--- src/rtl/issue_queue.sv ---
// In-order dispatch buffer between the decoder and the reservation stations.
// Circular FIFO whose head is offered to the RS and retried until accepted.
module issue_queue #(
  parameter int DEPTH  = 8,
  parameter int REG_W  = 6,
  parameter int WORD_W = 32
) (
  input  logic                       clk,
  input  logic                       rst,
  input  logic                       in_valid,
  output logic                       in_ready,
  input  logic [2:0]                 in_unit,
  input  logic [REG_W-1:0]           in_reg1,
  input  logic [REG_W-1:0]           in_reg2,
  input  logic [REG_W-1:0]           in_reg3,
  input  logic                       in_hasimm,
  input  logic [WORD_W-1:0]          in_imm,
  output logic [2:0]                 unit,
  output logic [REG_W-1:0]           reg1,
  output logic [REG_W-1:0]           reg2,
  output logic [REG_W-1:0]           reg3,
  output logic                       hasimm,
  output logic [WORD_W-1:0]          imm,
  output logic                       enable,
  input  logic                       accept,
  output logic                       halted,
  output logic [$clog2(DEPTH+1)-1:0] count,
  output logic [15:0]                stall_cycles
);

  localparam int PW = $clog2(DEPTH);
  localparam int CW = $clog2(DEPTH + 1);

  typedef enum logic {RUN, HALTED} state_e;

  typedef struct packed {
    logic [2:0]        unit;
    logic [REG_W-1:0]  reg1;
    logic [REG_W-1:0]  reg2;
    logic [REG_W-1:0]  reg3;
    logic              hasimm;
    logic [WORD_W-1:0] imm;
  } entry_t;

  entry_t        mem_q [DEPTH];
  entry_t        head;
  logic [PW-1:0] rd_ptr_q, rd_ptr_d, wr_ptr_q, wr_ptr_d;
  logic [CW-1:0] count_q, count_d;
  logic [15:0]   stall_q, stall_d;
  state_e        state_q, state_d;
  logic          running, nonEmpty, headOp, headHalt, headIllegal;
  logic          push, pop;

  assign head = mem_q[rd_ptr_q];

  // Codes 110/111 are never offered; a halt is offered once and pops regardless of accept.
  always_comb begin
    rd_ptr_d    = rd_ptr_q;
    wr_ptr_d    = wr_ptr_q;
    count_d     = count_q;
    stall_d     = stall_q;
    state_d     = state_q;
    running     = (state_q == RUN);
    nonEmpty    = running && (count_q != '0);
    headOp      = (head.unit <= 3'd4);
    headHalt    = (head.unit == 3'd5);
    headIllegal = (head.unit[2:1] == 2'b11);
    in_ready    = running && (count_q < CW'(DEPTH));
    enable      = nonEmpty && (headOp || headHalt);
    push        = in_valid && in_ready;
    pop         = nonEmpty && ((headOp && accept) || headHalt || headIllegal);

    if (push) wr_ptr_d = wr_ptr_q + PW'(1);
    if (pop)  rd_ptr_d = rd_ptr_q + PW'(1);
    count_d = count_q + CW'(push) - CW'(pop);

    if (enable && !accept && (stall_q != 16'hFFFF)) stall_d = stall_q + 16'd1;

    if (nonEmpty && headHalt) begin
      state_d = HALTED;
      count_d = '0;
    end
  end

  always_ff @(posedge clk or posedge rst) begin
    if (rst) begin
      rd_ptr_q <= '0;
      wr_ptr_q <= '0;
      count_q  <= '0;
      stall_q  <= '0;
      state_q  <= RUN;
    end else begin
      rd_ptr_q <= rd_ptr_d;
      wr_ptr_q <= wr_ptr_d;
      count_q  <= count_d;
      stall_q  <= stall_d;
      state_q  <= state_d;
    end
  end

  always_ff @(posedge clk) begin
    if (push) mem_q[wr_ptr_q] <= '{in_unit, in_reg1, in_reg2, in_reg3, in_hasimm, in_imm};
  end

  assign unit         = head.unit;
  assign reg1         = head.reg1;
  assign reg2         = head.reg2;
  assign reg3         = head.reg3;
  assign hasimm       = head.hasimm;
  assign imm          = head.imm;
  assign halted       = (state_q == HALTED);
  assign count        = count_q;
  assign stall_cycles = stall_q;

endmodule

--- config.mk ---
export PLATFORM = sky130hd
export DESIGN_NAME = issue_queue
export DESIGN_NICKNAME = d
export VERILOG_FILES = /design/src/rtl/issue_queue.sv
export SDC_FILE = /design/constraint.sdc
export NUM_CORES = 1
export LEC_CHECK = 0
export ABC_CLOCK_PERIOD_IN_PS = 4800
export CORE_MARGIN = 5
export CORE_UTILIZATION = 38
export CTS_BUF_LIST = sky130_fd_sc_hd__clkbuf_8
export DETAILED_ROUTE_END_ITERATION = 16
export SYNTH_ARGS = -nofsm -noshare
export SYNTH_HDL_FRONTEND = slang
export SYNTH_SLANG_ARGS = --single-unit
--- constraint.sdc ---
create_clock -name clk -period 4.8 [get_ports clk]
set_input_delay 0.96 -clock clk [delete_from_list [all_inputs] [get_ports clk]]
set_output_delay 0.96 -clock clk [all_outputs]
set_load 0.02 [all_outputs]
Word level (Yosys, flattened, before mapping)
Memory sizes are Yosys's and may differ from the RTL's.
Cells that the tools add are included.

storage, ports and cells
  register bits after elaboration = 27
  latch bits = 0
  memory bits (writable) = 432
  ROM bits = 0
  input bits = 58
  logic and storage cells = 34
  memories = 1

cells by class
  add/sub/neg operators = 5
  multipliers = 0
  divide/modulo/power cells = 0
  $lt $le $gt $ge = 2
  equal/unequal tests = 3
  shifts and indexed selects = 0
  mux-type cells = 3
  bitwise gates (word level) = 1
  reductions and logical operators = 14

memory list
  memory  depth  bits a word  rd ports  clocked after Yosys merged registers in  wr ports  RTL line  source
  mem_q   8      54           1         0                                        1         45        entry_t mem_q [DEPTH];

operators by type and width
  kind                                                             count
  16-bit by 1-bit adder with 16-bit output, second input constant  1
  16-bit != test, second input constant                            1
  1-bit logical AND                                                9
  3-bit by 1-bit adder with 3-bit output, second input constant    2
  4-bit by 1-bit adder with 4-bit output                           1
  4-bit < comparator, second input constant                        1
  4-bit 2-to-1 mux                                                 1
  4-bit nonzero test                                               1
  4-bit by 1-bit subtractor with 4-bit output                      1
  3-bit equality test, second input constant                       1
  3-bit <= comparator, second input constant                       1
  1-bit logical OR                                                 3
  2-bit equality test, second input constant                       1
  1-bit 2-to-1 mux                                                 2
  1-bit logical NOT                                                1
  1-bit NOT                                                        1

Depth between registers and ports, before layout
An unclocked memory read counts as a cell.

  depth in word-level cells = 8
  gate-level depth with buffers = 13
  depth with buffers taken out = 12

Worst setup path after synthesis
No wires, ideal clock.

  path type = input to register
  start = input port in_valid
  end = memory mem_q[0][0] (netlist bit), enable pin
  setup time = 0.532 ns
  data arrival time = 5.086 ns
  data required time = 4.268 ns
  path slack = -0.818 ns
  cell stages on the path = 4
  cell sequence = and2_1 -> clkbuf_1 -> nand2b_1 -> nor3_1

on the way
  word-level cells in the longest chain between the ends = 3

ends and longest elaborated chain
  item                                    RTL line  source
  start: declaration                      10        input logic in_valid,
  1-bit logical AND                       70        push = in_valid && in_ready;
  1-bit 2-to-1 mux                        102       if (push) mem_q[wr_ptr_q] <= '{in_unit, in_reg1, in_reg2, in_reg3, in_hasimm, in_imm};
  1-bit 2-to-1 mux (not written as such)  102
  end: declaration                        45

No other way between the ends.

Final worst setup path
  start = register rd_ptr_q[1]
  end = output port enable

on the way
  word-level cells in the longest chain between the ends = 4

ends and longest elaborated chain
  item                                                               RTL line  source
  start: declaration                                                 47        logic [PW-1:0] rd_ptr_q, rd_ptr_d, wr_ptr_q, wr_ptr_d;
  start signal: assignment                                           93        rd_ptr_q <= rd_ptr_d;
  memory 8 x 54 bit (*)                                              --
  3-bit <= comparator / 3-bit equality test (equally long branches)  65, 66
  1-bit logical OR (*)                                               69        enable = nonEmpty && (headOp || headHalt);
  1-bit logical AND (*)                                              69
  end: declaration                                                   24        output logic enable,

Mark *: on every way between the ends. The rest lies on a longest branch, timed or not.

==> summary.md <==
Of the cells placed in the final design, the portion with a size suffix greater than 1 is 28.0%. The internal power of the cells totals 8.17 mW. The transition at the pin with the smallest max-transition slack works out to 1.28 ns. The post-synthesis average cell area is 23.0 µm², and the data required time at the worst endpoint is 3.84 ns. Dividing the final minimum period by the clock period gives 87.5%.

The cell family contributing the most delay on the critical path is multiplexers. Derived from the worst setup path, the maximum achievable clock frequency is 238 MHz. The buffer levels on the longest clock path is 3, and the remaining antenna violation count is 0.

The tools report the clock net sink count as 459. For this run, design rule violations remaining after detail routing come to 0. In this run, flip-flops and latches consume 40.6% of the power. Among all flip-flop cells after synthesis, the most frequent one is edfxtp_1. The cell area after placement was 19900 µm²; the switching share of power was 29.8%. The number of setup violations in the final report was 0; the power density over cell area was 549 nW/µm². The tools report the global-route congestion overflow total as 0.

Per report_power, the clock group accounts for 26.1% of the total. Measured along the x axis, the die boundary spans 225 µm. The tools report the cell leakage power as 6.87 nW.

The share of total power in combinational logic is 33.3%. CTS placed an instance of clkbuf_8 at the clock tree root. The number of nets in the final layout was 1035; the violation count after the first detailed-route iteration was 627. The first global-routing pass estimated 54.9 mm of wire. After synthesis, the netlist uses 33 different library cells. In this run the core area contains 78 standard-cell rows. In this design, the stage delay of the slowest critical-path cell is 0.69 ns. For this run, the total global-route usage over all layers was measured as 14.5%. In the final timing run, aggregate negative setup slack is 0 ns. Buffers placed on the I/O ports in this run total 134. The worst pin sits at a relative slew slack of 14.5%. The number of buffers inserted by hold repair at cts was 0.

During I/O placement, the number of pins put on the boundary was 135. TritonCTS built the clock tree. The clock transition time at the flip-flop clock pins of the worst setup and hold paths was 0.06 ns; the synthesized flop and latch total was 459. The post-layout minimum cycle time works out to 4.20 ns.

Warning count from the yosys run: 0. Entering global routing, the biggest net connects 50 pins. The worst supply voltage drop on vdd is 0.000262 V. Traced cell by cell, the critical path runs through mux4_2 > mux2i_4 > inv_2 > a21boi_4 > clkdlybuf4s50_1. The die is 225 µm tall. The run gives 7 as the total iterations of the first detailed-routing run. After detailed routing, the number of vias per cell comes to 5.03. The synthesized net count came out at 834.

In this run the worst path has a maximum fanout of 23. Sequential elements use 77.5% of the synthesized area. Across the run, the number of max-cap violations was 0.

Post-CTS timing repair inserted 0 buffers for setup. STA classifies the critical path startpoint as a register. The clock latency at the later pin of the worst-skew pair was 0.62 ns. 0 antenna diodes ended up in the layout. The logs give 36.0 mm for the overall routed net length and 0 for the number of failing hold endpoints at the final stage.

The post-synthesis instance area is 17600 µm², and the placeable core region is 45600 µm². For the CTS H-tree depth, the log shows 3. The number of global-route vias before repair is 8841.

The library cells used most frequently in the layout, excluding fill and tap cells, are edfxtp_1, clkdlybuf4s50_1, mux4_2. The number of cells upsized or downsized after cts is 0. Slowest library cell on the worst path: clkdlybuf4s50_1.

The logs give 38.6% for the initial core utilization and 3 for the number of antenna violations at the first check in global routing. In the synthesized netlist, the number of instances is 767. The critical path data arrival time was 3.24 ns. For the area of the die, the log shows 50700 µm². The library cell used most frequently in the layout, excluding fill and tap cells, is edfxtp_1. The count of buffering cells on the critical path with inverters included is 2. STA classifies the critical path endpoint as an output port. The synthesized design contains 432 enable-type register cells. The logs give 0 for the count of final max-slew check failures and 0.0241 ns for the clock skew after layout. The flow ran to the end, and the final reports show no timing, DRC or antenna violations. Setup repair after global routing left no endpoint under its margin.

The net load switching power was 3.48 mW. Area added between synthesis and finish: 20.4%. Global placement routability congestion: 0.711.

The run gives 21200 µm² as the post-route cell area. Class of the most critical setup path: register to output port. The tools report the count of vias placed by the detailed router as 8148. Of all flip-flops after synthesis, the portion carrying an async set or reset was 5.88%. Dividing the detail-routed wire length by the instance count gives 22.2 µm.

Detailed placement finished with a half-perimeter wire length of 19.6 mm. In this run, CTS created clock tree buffers numbering 77. Path type of the worst min-delay path: register to register.
==> synth_stat cells, types with 2 or more instances <==
cell	n	share of area (%)
a21oi_1	5	0.14
and2_1	3	0.11
and3_1	9	0.32
buf_1	7	0.15
buf_2	8	0.23
buf_6	2	0.13
clkbuf_1	17	0.36
dfrtp_1	27	3.8
edfxtp_1	432	74
ha_1	8	0.57
inv_1	10	0.21
inv_2	2	0.043
mux2_1	2	0.13
mux2_2	52	3.3
mux2i_1	2	0.11
mux4_2	108	14
nand2_1	7	0.15
nand2b_1	4	0.14
nand3_1	7	0.20
nand4_1	10	0.36
nor2_1	11	0.23
nor3_1	4	0.11
xnor2_1	20	1.0
==> per-stage QoR <==
step	total power [mW]	worst slack (ns)	hold WS, ns	std cells	utilization [%]
2_1_floorplan	7.28	0.630	0.480	767	-
3_3_place_gp	8.75	1.24	0.488	1489	43.6
3_5_place_dp	8.78	1.22	0.495	1489	43.6
4_1_cts	11.9	0.503	0.504	1619	46.5
5_1_grt	12.3	0.374	0.528	1619	46.5
6_report	11.6	0.602	0.504	1619	46.5
==> per-layer routing <==
metal  vias to the layer above  share of wire [%]  global-route usage [%]
met3                        63                5.9                    3.92
li1                       3608                  -                       -
met4                         6                2.0                    4.71
met2                       209                 48                    22.9
met1                      4262                 44                    19.6
met5                         -              0.095                       0
==> registers in the layout, summed over array words and instances (netlist names) <==
name          flops
halted            1
wr_ptr_q          3
stall_cycles     16
rd_ptr_q          3
count             4
mem_q           432
==> power groups by stage <==
stage,sequential [mW],clock (mW),combinational (mW)
finish,4.73,3.04,3.88
global route,4.76,3.36,4.18
CTS,4.74,3.17,3.98
detailed placement,4.82,0,3.96
global placement,4.81,0,3.94
floorplan,4.74,0,2.54
==> worst paths after layout <==
check / endpoint / depth (start not counted) / start / slack [ns]
worst min register to register: stall_cycles[12] / 1 / stall_cycles[12] / 0.50
min in group asynchronous: stall_cycles[1] / 2 / rst / 0.95
max in group asynchronous: rd_ptr_q[0] / 2 / rst / 3.04
worst min-delay path: stall_cycles[12] / 1 / stall_cycles[12] / 0.50
worst max-delay path: enable / 5 / rd_ptr_q[1] / 0.60
worst max register to register: count[2] / 11 / rd_ptr_q[1] / 1.46
==> final cells by class <==
class | instances | area (µm²)
clock buffers | 82 | 1130
clock inverters | 48 | 211
multi-input cells | 261 | 3820
repair buffers | 157 | 1590
inverters | 12 | 45.0
flip-flops and latches | 459 | 13700
well taps | 600 | 751
fillers | 3826 | 24400
==> cells by family after synthesis <==
group	Yosys count	share of synthesized area (%)
AND/OR/NAND/NOR	56	1.67
multiplexers	165	17.5
adder cells (fa/ha/maj)	9	0.682
buffers and inverters	47	1.17
XOR/XNOR	21	1.04
flip-flops	459	77.5
AO/OA/AOI/OAI	10	0.398
Power figures use the tool's default switching activity.
